### src/rtl/wb_regfile_pkg.sv
`default_nettype none
// ============================================================================
// Module      : wb_regfile_pkg
// Description : Shared types and constants for the EX->WB register and the
//               write-back register file (data/address types, array depth,
//               retired-write counter width).
// Ports       : none (package)
// Revision    : 1.0 - initial release
// ============================================================================
package wb_regfile_pkg;

  localparam int DATA_W_DEF = 8;
  localparam int ADRS_W_DEF = 4;

  typedef logic [DATA_W_DEF-1:0] t_data;
  typedef logic [ADRS_W_DEF-1:0] t_RFadrs;

  localparam int RF_DEPTH = 2 ** ADRS_W_DEF;
  localparam int WBCNT_W  = 16;

endpackage : wb_regfile_pkg
`default_nettype wire

### src/rtl/wb_regfile_rf_array.sv
`default_nettype none
// ============================================================================
// Module      : wb_regfile_rf_array
// Description : rf_array storage for the write-back register file.
//               2**ADRS_W x DATA_W flops, one synchronous write port, two
//               independent combinational read ports, asynchronous clear.
// Ports       : clock        - rising-edge clock
//               reset_n      - asynchronous active-low clear of all entries
//               i_wr_en      - write enable
//               i_wr_adrs    - write address
//               i_wr_data    - write data
//               i_rd_adrs_a  - read port A address
//               i_rd_adrs_b  - read port B address
//               o_rd_data_a  - read port A data (array contents only)
//               o_rd_data_b  - read port B data (array contents only)
// Revision    : 1.0 - initial release
// ============================================================================
module wb_regfile_rf_array
  import wb_regfile_pkg::*;
#(
  parameter int DATA_W = DATA_W_DEF,
  parameter int ADRS_W = ADRS_W_DEF
) (
  input  logic              clock,
  input  logic              reset_n,
  input  logic              i_wr_en,
  input  logic [ADRS_W-1:0] i_wr_adrs,
  input  logic [DATA_W-1:0] i_wr_data,
  input  logic [ADRS_W-1:0] i_rd_adrs_a,
  input  logic [ADRS_W-1:0] i_rd_adrs_b,
  output logic [DATA_W-1:0] o_rd_data_a,
  output logic [DATA_W-1:0] o_rd_data_b
);

  localparam int DEPTH = 2 ** ADRS_W;

  logic [DATA_W-1:0] r_mem [DEPTH];

  // Every entry is cleared on reset so reads are deterministic straight
  // out of reset; there is no hard-wired zero register.
  always_ff @(posedge clock or negedge reset_n) begin
    if (!reset_n) begin
      for (int i = 0; i < DEPTH; i++) begin
        r_mem[i] <= '0;
      end
    end else if (i_wr_en) begin
      r_mem[i_wr_adrs] <= i_wr_data;
    end
  end

  assign o_rd_data_a = r_mem[i_rd_adrs_a];
  assign o_rd_data_b = r_mem[i_rd_adrs_b];

endmodule : wb_regfile_rf_array
`default_nettype wire

### src/rtl/wb_regfile.sv
`default_nettype none
// ============================================================================
// Module      : wb_regfile
// Description : Write-back stage register file. Commits qualified writes
//               from the EX->WB register into the array, serves two decode
//               read ports, tracks a saturating retired-write count and the
//               destination of the most recent committed write.
//               Optional feature macro: WB_BYPASS_EN - when defined, a
//               same-cycle write to the address a read port is looking at is
//               forwarded to that port; when undefined the port returns the
//               old array value and decode must stall one cycle.
// Ports       : clock          - rising-edge clock
//               reset_n        - asynchronous active-low reset
//               wr_enx2        - write enable (EX->WB)
//               dstx2          - write destination (EX->WB)
//               dataoutx2      - write data (EX->WB)
//               rd_adrs_a/b    - read port addresses
//               rd_data_a/b    - read port data
//               wb_last_valid  - a write has committed since reset
//               wb_last_dst    - destination of the most recent commit
//               wb_count       - committed writes, saturating at all-ones
// Revision    : 1.0 - initial release
// ============================================================================
module wb_regfile
  import wb_regfile_pkg::*;
#(
  parameter int DATA_W = DATA_W_DEF,
  parameter int ADRS_W = ADRS_W_DEF
) (
  input  logic               clock,
  input  logic               reset_n,
  input  logic               wr_enx2,
  input  logic [ADRS_W-1:0]  dstx2,
  input  logic [DATA_W-1:0]  dataoutx2,
  input  logic [ADRS_W-1:0]  rd_adrs_a,
  input  logic [ADRS_W-1:0]  rd_adrs_b,
  output logic [DATA_W-1:0]  rd_data_a,
  output logic [DATA_W-1:0]  rd_data_b,
  output logic               wb_last_valid,
  output logic [ADRS_W-1:0]  wb_last_dst,
  output logic [WBCNT_W-1:0] wb_count
);

  localparam logic [WBCNT_W-1:0] c_cnt_max = {WBCNT_W{1'b1}};

  logic [DATA_W-1:0]  w_arr_a;
  logic [DATA_W-1:0]  w_arr_b;
  logic               r_last_valid;
  logic [ADRS_W-1:0]  r_last_dst;
  logic [WBCNT_W-1:0] r_count;

  wb_regfile_rf_array #(
    .DATA_W (DATA_W),
    .ADRS_W (ADRS_W)
  ) u_rf_array (
    .clock       (clock),
    .reset_n     (reset_n),
    .i_wr_en     (wr_enx2),
    .i_wr_adrs   (dstx2),
    .i_wr_data   (dataoutx2),
    .i_rd_adrs_a (rd_adrs_a),
    .i_rd_adrs_b (rd_adrs_b),
    .o_rd_data_a (w_arr_a),
    .o_rd_data_b (w_arr_b)
  );

`ifdef WB_BYPASS_EN
  logic w_hit_a;
  logic w_hit_b;

  // Forward the in-flight write so decode sees it with zero latency.
  assign w_hit_a   = wr_enx2 && (dstx2 == rd_adrs_a);
  assign w_hit_b   = wr_enx2 && (dstx2 == rd_adrs_b);
  assign rd_data_a = w_hit_a ? dataoutx2 : w_arr_a;
  assign rd_data_b = w_hit_b ? dataoutx2 : w_arr_b;
`else
  assign rd_data_a = w_arr_a;
  assign rd_data_b = w_arr_b;
`endif

  // Commit side-effects share the write edge; the counter sticks at
  // all-ones rather than wrapping so debug never sees a bogus small count.
  always_ff @(posedge clock or negedge reset_n) begin
    if (!reset_n) begin
      r_last_valid <= 1'b0;
      r_last_dst   <= '0;
      r_count      <= '0;
    end else if (wr_enx2) begin
      r_last_valid <= 1'b1;
      r_last_dst   <= dstx2;
      if (r_count != c_cnt_max) begin
        r_count <= r_count + WBCNT_W'(1);
      end
    end
  end

  assign wb_last_valid = r_last_valid;
  assign wb_last_dst   = r_last_dst;
  assign wb_count      = r_count;

endmodule : wb_regfile
`default_nettype wire

### config.mk
export PLATFORM = sky130hd
export DESIGN_NAME = wb_regfile
export DESIGN_NICKNAME = d
export VERILOG_FILES = /design/src/rtl/wb_regfile_pkg.sv /design/src/rtl/wb_regfile_rf_array.sv /design/src/rtl/wb_regfile.sv
export SDC_FILE = /design/constraint.sdc
export NUM_CORES = 1
export LEC_CHECK = 0
export CAP_MARGIN = 15
export CORE_ASPECT_RATIO = 0.8
export CORE_UTILIZATION = 64
export DETAILED_ROUTE_END_ITERATION = 10
export DONT_BUFFER_PORTS = 1
export PLACE_DENSITY = 0.8
export SLEW_MARGIN = 0
export SYNTH_ARGS = -nofsm -noshare
export SYNTH_HDL_FRONTEND = slang
export SYNTH_HIERARCHICAL = 1
export SYNTH_SLANG_ARGS = --single-unit
### constraint.sdc
create_clock -name clock -period 2.7 [get_ports clock]
set_input_delay 0.54 -clock clock [delete_from_list [all_inputs] [get_ports clock]]
set_output_delay 0.54 -clock clock [all_outputs]
set_load 0.05 [all_outputs]
# ---- Word-level counts from Yosys, hierarchy flattened
# Index checks and enable logic that the tools add are counted.
# Widths: inputs -> output; s select.
dict set report classes {
  add_sub_neg 1
  multipliers 0
  div_mod_pow 0
  n_lt_le_gt_ge 4
  eq_ne 1
  shift 0
  n_mux 9
  bitwise 3
  reduce_logical 2
}
# op count
set op_table {}
lappend op_table {{$bwmux 128} 1}
lappend op_table {{$bmux 8 s4} 2}
lappend op_table {{$mux 8} 5}
lappend op_table {{$demux 8 s4} 1}
lappend op_table {{$add 16x1->16 const B} 1}
lappend op_table {{$ne 16x16->1 const B} 1}
lappend op_table {{$ge 5x5->1 const B} 3}
lappend op_table {{$not 4->5} 3}
lappend op_table {{$lt 5x1->1 const B} 1}
lappend op_table {{$reduce_and 2->1} 1}
lappend op_table {{$logic_and 1x1->1} 1}
dict set report word_totals {
  ff_bits 149
  latchBits 0
  ramBits 0
  rom_bits 0
  inputBits 23
  memories 0
}

# ---- Depth between registers and ports, before layout
dict set report logic_depth {
  depth_word 6
  mapped_depth 5
  ltp_nobuf 5
}

# ---- Cells and area by module
# Netlist, hierarchy kept.
# module instances cells_each area_each_um2 seq_area_each_um2
set by_module_without_submodules {}
lappend by_module_without_submodules {wb_regfile_rf_array 1 435 6851.6 3203.1}
lappend by_module_without_submodules {wb_regfile 1 85 989.7 525.5}

# ---- Least setup slack after synthesis
# No wires, ideal clock.
dict set report synth_timing {
  path_type {input to output}
  startpoint {input rd_adrs_a[0]}
  endpoint {output rd_data_a[1]}
  t_arrival_ns 1.986
  t_required_ns 2.160
  slack_ns 0.174
  path_stages 5
  path_buffers 2
  cell_sequence {buf_2 -> buf_2 -> mux4_2 -> a22oi_1 -> nand2_1}
}
dict set report synth_between {
  elab_chain_cells 4
}
# item line
set synth_lines {}
lappend synth_lines {{from (decl)} wb_regfile.sv:35} ;# input logic [ADRS_W-1:0] rd_adrs_a,
lappend synth_lines {{$not 4->5 (implied by the code)} wb_regfile_rf_array.sv:51} ;# assign o_rd_data_a = r_mem[i_rd_adrs_a];
lappend synth_lines {{$bmux 8 s4} wb_regfile_rf_array.sv:51}
lappend synth_lines {{$mux 8 (implied by the code) (2 in series)} wb_regfile_rf_array.sv:51}
lappend synth_lines {{to (decl)} wb_regfile.sv:37} ;# output logic [DATA_W-1:0] rd_data_a,
# No other way between the ends. The select of a mux whose other input is x is not followed.

# ---- Worst setup path after layout
dict set report layout_timing {
  startpoint {register u_rf_array/r_mem[1] (netlist bit)}
  endpoint {output rd_data_b[1]}
}
dict set report layout_between {
  elab_chain_cells 3
}
# item line
set layout_lines {}
lappend layout_lines {{from (decl)} wb_regfile_rf_array.sv:37} ;# logic [DATA_W-1:0] r_mem [DEPTH];
lappend layout_lines {{from (signal, indexed assignment)} wb_regfile_rf_array.sv:47} ;# r_mem[i_wr_adrs] <= i_wr_data;
lappend layout_lines {{$bmux 8 s4} wb_regfile_rf_array.sv:52} ;# assign o_rd_data_b = r_mem[i_rd_adrs_b];
lappend layout_lines {{$mux 8 (implied by the code) (2 in series)} wb_regfile_rf_array.sv:52}
lappend layout_lines {{to (decl)} wb_regfile.sv:38} ;# output logic [DATA_W-1:0] rd_data_b,
# No other way between the ends. The select of a mux whose other input is x is not followed.

==> results.yml <==
outcome:
  status: "complete, but fails checks"
  failed_checks: "hold timing"
clock_network:
  cts_buffers: 17
  clkSlewWorstSetupHoldPaths_ns: 0.06
  ctsResizeCount: 0
  htree_num_levels: 4
  clkSinkCount: 149
  post_cts_buffers: 0
  cts_tree: "built"
  cts_buffer_depth: 2
  clockRootBuffer: "clkbuf_16"
  clk_latency_ns: 0.42
routing:
  drt_pre_antenna_iters: 5
  via_per_inst: 7.234
  wl_per_cell_microns: 27.43
  first_iter_violations: 416
  ant_nets: 0
  drt_wl_total_microns: 18550
  num_vias: 4890
  drc: 0
final_layout:
  final_nets: 540
  antenna_cells: 0
  multiInputGateArea_sq_mm: 0.003936
  design_area_sq_mm: 0.008630
  layout_common_cells: "dfrtp_1 (149), mux2_2 (127), mux4_2 (64)"
  final_common_cell: "dfrtp_1"
  seq_area_sq_mm: 0.003729
  syn2layout_area_growth_pct: 10.05
  fillCellCount: 707
  drive_gt1_share_pct: 50.95
critical_path:
  worstPathRequired_ns: 2.16
  cp_cell_sequence: "mux4_2 -> a22oi_1 -> nand2_1"
  crit_arrival_ns: 1.91
  slowest_stage: "mux4_2"
  crit_fanout: 3
  critPathKind: "reg -> out"
  start_kind: "flip-flop"
  critPathCaptureType: "output port"
  path_buf_inv: 0
  critPathMaxStageDelay_ns: 0.52
  cp_top_family: "multiplexers"
hold_path:
  min_path_type: "in -> async"
grt:
  grt_usage_pct: 32.53
  antenna_found_initial: 0
  gr-total-overflow: 0
  grt_pass1_vias: 5307
  grt_start_max_net_pins: 150
  grt_pass1_wl_microns: 29950
sta:
  worst_pin_slew_ns: 0.9361
  final_hold_viol_count: 149
  fmax_mhz: 407.5
  relSlewSlack_pct: 37.47
  setup_ws_ns: 0.2462
  finalCriticalPeriod_ns: 2.454
  fin_crit_sh_pct: 90.88
  clock_skew_ns: 0.003469
  rsz0062_at_grt: "false"
  drv_slew: 0
  setup_violations: 0
  whs_ns: -0.1848
  tns_ns: 0
yosys:
  netlist_instances: 520
  yosysSeqAreaShare_pct: 47.55
  synth_top_family_by_area: "multiplexers"
  ys_types: 44
  syn_nets: 544
  muxShareOfSynthArea_pct: 38.30
  synth.area.top_cells: "dfrtp_1 (48%), mux4_2 (18%), mux2_2 (18%)"
  synth_top_area_share_pct: 47.55
  synth_seq_cells: 149
  synth_fa_ha_area_share_pct: 0.1596
  netlist_area_sq_mm: 0.007841
  synth_compound_area_share_pct: 3.973
  synth_top_area_cell: "dfrtp_1"
  postSynthAreaPerCell_sq_um: 15.08
  synthXorXnorAreaFrac_pct: 0.8936
  yosysWarnings: 6
  yosys.area_share.simple_pct: 6.877
power:
  p_sw_uw: 2215
  comb_power_share_pct: 21.8
  ir_worst_vdd_mv: 0.5889
  p_int_uw: 5411
  power_frac_seq_pct: 42.7
  p_leak_uw: 0.003577
  sw_frac_of_total_pct: 29.04
  p_per_area_mw_per_mm2: 883.6
  clkPwrFrac_pct: 35.5
placed_design:
  place_congestion: 0.8132
  preCtsSetupSlack_ns: 0.3240
  placement.io_buffers: 0
  dp_hpwl_microns: 11910
  placed_area_sq_mm: 0.007951
floorplanning:
  fp.dieH_microns: 101
  row_count: 35
  die_w_microns: 125.8
  initial_core_util_pct: 66.81
  ios: 60
  dieArea_sq_mm: 0.01270
  core_area_sq_mm: 0.01174
flow_run:
  cap_viol_max_count: 0
-- layer usage --
metal  global-route usage [%]  share of wire (%)  up-vias
li1                         -                  -     2015
met1                    43.14                 40     2582
met2                    49.62                 48      248
met3                    12.10                9.3       45
met4                    12.42                2.8        0
met5                        0                  0        -
-- sequential cells by signal, indices dropped and copies added (netlist names) --
| signal | cells |
|---|---|
| wb_count | 16 |
| u_rf_array/r_mem | 128 |
| wb_last_dst | 4 |
| wb_last_valid | 1 |
-- area by class of cell --
cell class / count / area share, %
sequential: 149 / 43.21
timing repair buffer: 13 / 1.131
multi-input combinational: 334 / 45.61
clock inverter: 12 / 2.610
tap: 148 / 2.146
clock buffer: 19 / 5.249
inverter: 1 / 0.04350
-- power groups by stage --
stage | registers (uW) | clock network, uW | logic, uW
2_1_floorplan | 3240 | 0 | 1350
3_3_place_gp | 3210 | 0 | 1590
3_5_place_dp | 3270 | 0 | 1640
4_1_cts | 3250 | 2730 | 1660
5_1_grt | 3330 | 2840 | 1750
6_report | 3260 | 2700 | 1660
-- metrics by stage --
step                total power (uW)  utilization [%]  cells  hold WS, ns
global placement                4806            67.75    645       0.2479
floorplan                       4592                -    520       0.2444
finish                          7625            73.53    676      -0.1848
CTS                             7632            73.53    676      -0.1965
global route                    7916            73.53    676      -0.2109
detailed placement              4916            67.75    645       0.2489
-- cell families (layout without fill, tap and decap cells) --
logic type | count (synthesis) | after routing
adders and majority gates | 1 | 1
xor gates and xnor gates | 8 | 8
buffers and inverters | 37 | 45
and+or+nand+nor | 81 | 81
DFF | 149 | 149
muxes | 200 | 200
AOI/OAI and AO/OA | 44 | 44
-- final timing paths --
check,from,to,slack (ns),cells after the start
max,u_rf_array/r_mem[1]$_DFFE_PN0P_,rd_data_b[1],0.25,3
min,reset_n,u_rf_array/r_mem[41]$_DFFE_PN0P_,-0.18,0
max reg2reg,wb_count[0]$_DFFE_PN0P_,wb_count[12]$_DFFE_PN0P_,0.57,5
min reg2reg,u_rf_array/r_mem[104]$_DFFE_PN0P_,u_rf_array/r_mem[104]$_DFFE_PN0P_,0.53,1
max in group asynchronous,reset_n,u_rf_array/r_mem[115]$_DFFE_PN0P_,2.63,0
min in group clock,wr_enx2,wb_last_valid$_DFFE_PN0P_,0.23,1
-- cell usage after synthesis, drive strengths merged --
cell type / n
a21boi: 1
a21oi: 6
a22oi: 32
a31oi: 1
a41oi: 1
and2: 3
and3: 1
and4: 2
buf: 20
clkbuf: 16
dfrtp: 149
ha: 1
inv: 1
mux2: 136
mux4: 64
nand2: 25
nand2b: 3
nand3: 7
nand3b: 2
nand4: 5
nor2: 12
nor2b: 4
nor3: 7
nor4: 4
o21ai: 3
or2: 1
or3: 3
or4: 1
or4b: 1
xnor2: 3
xor2: 5
Note: power is estimated with default switching activity, not from simulation.
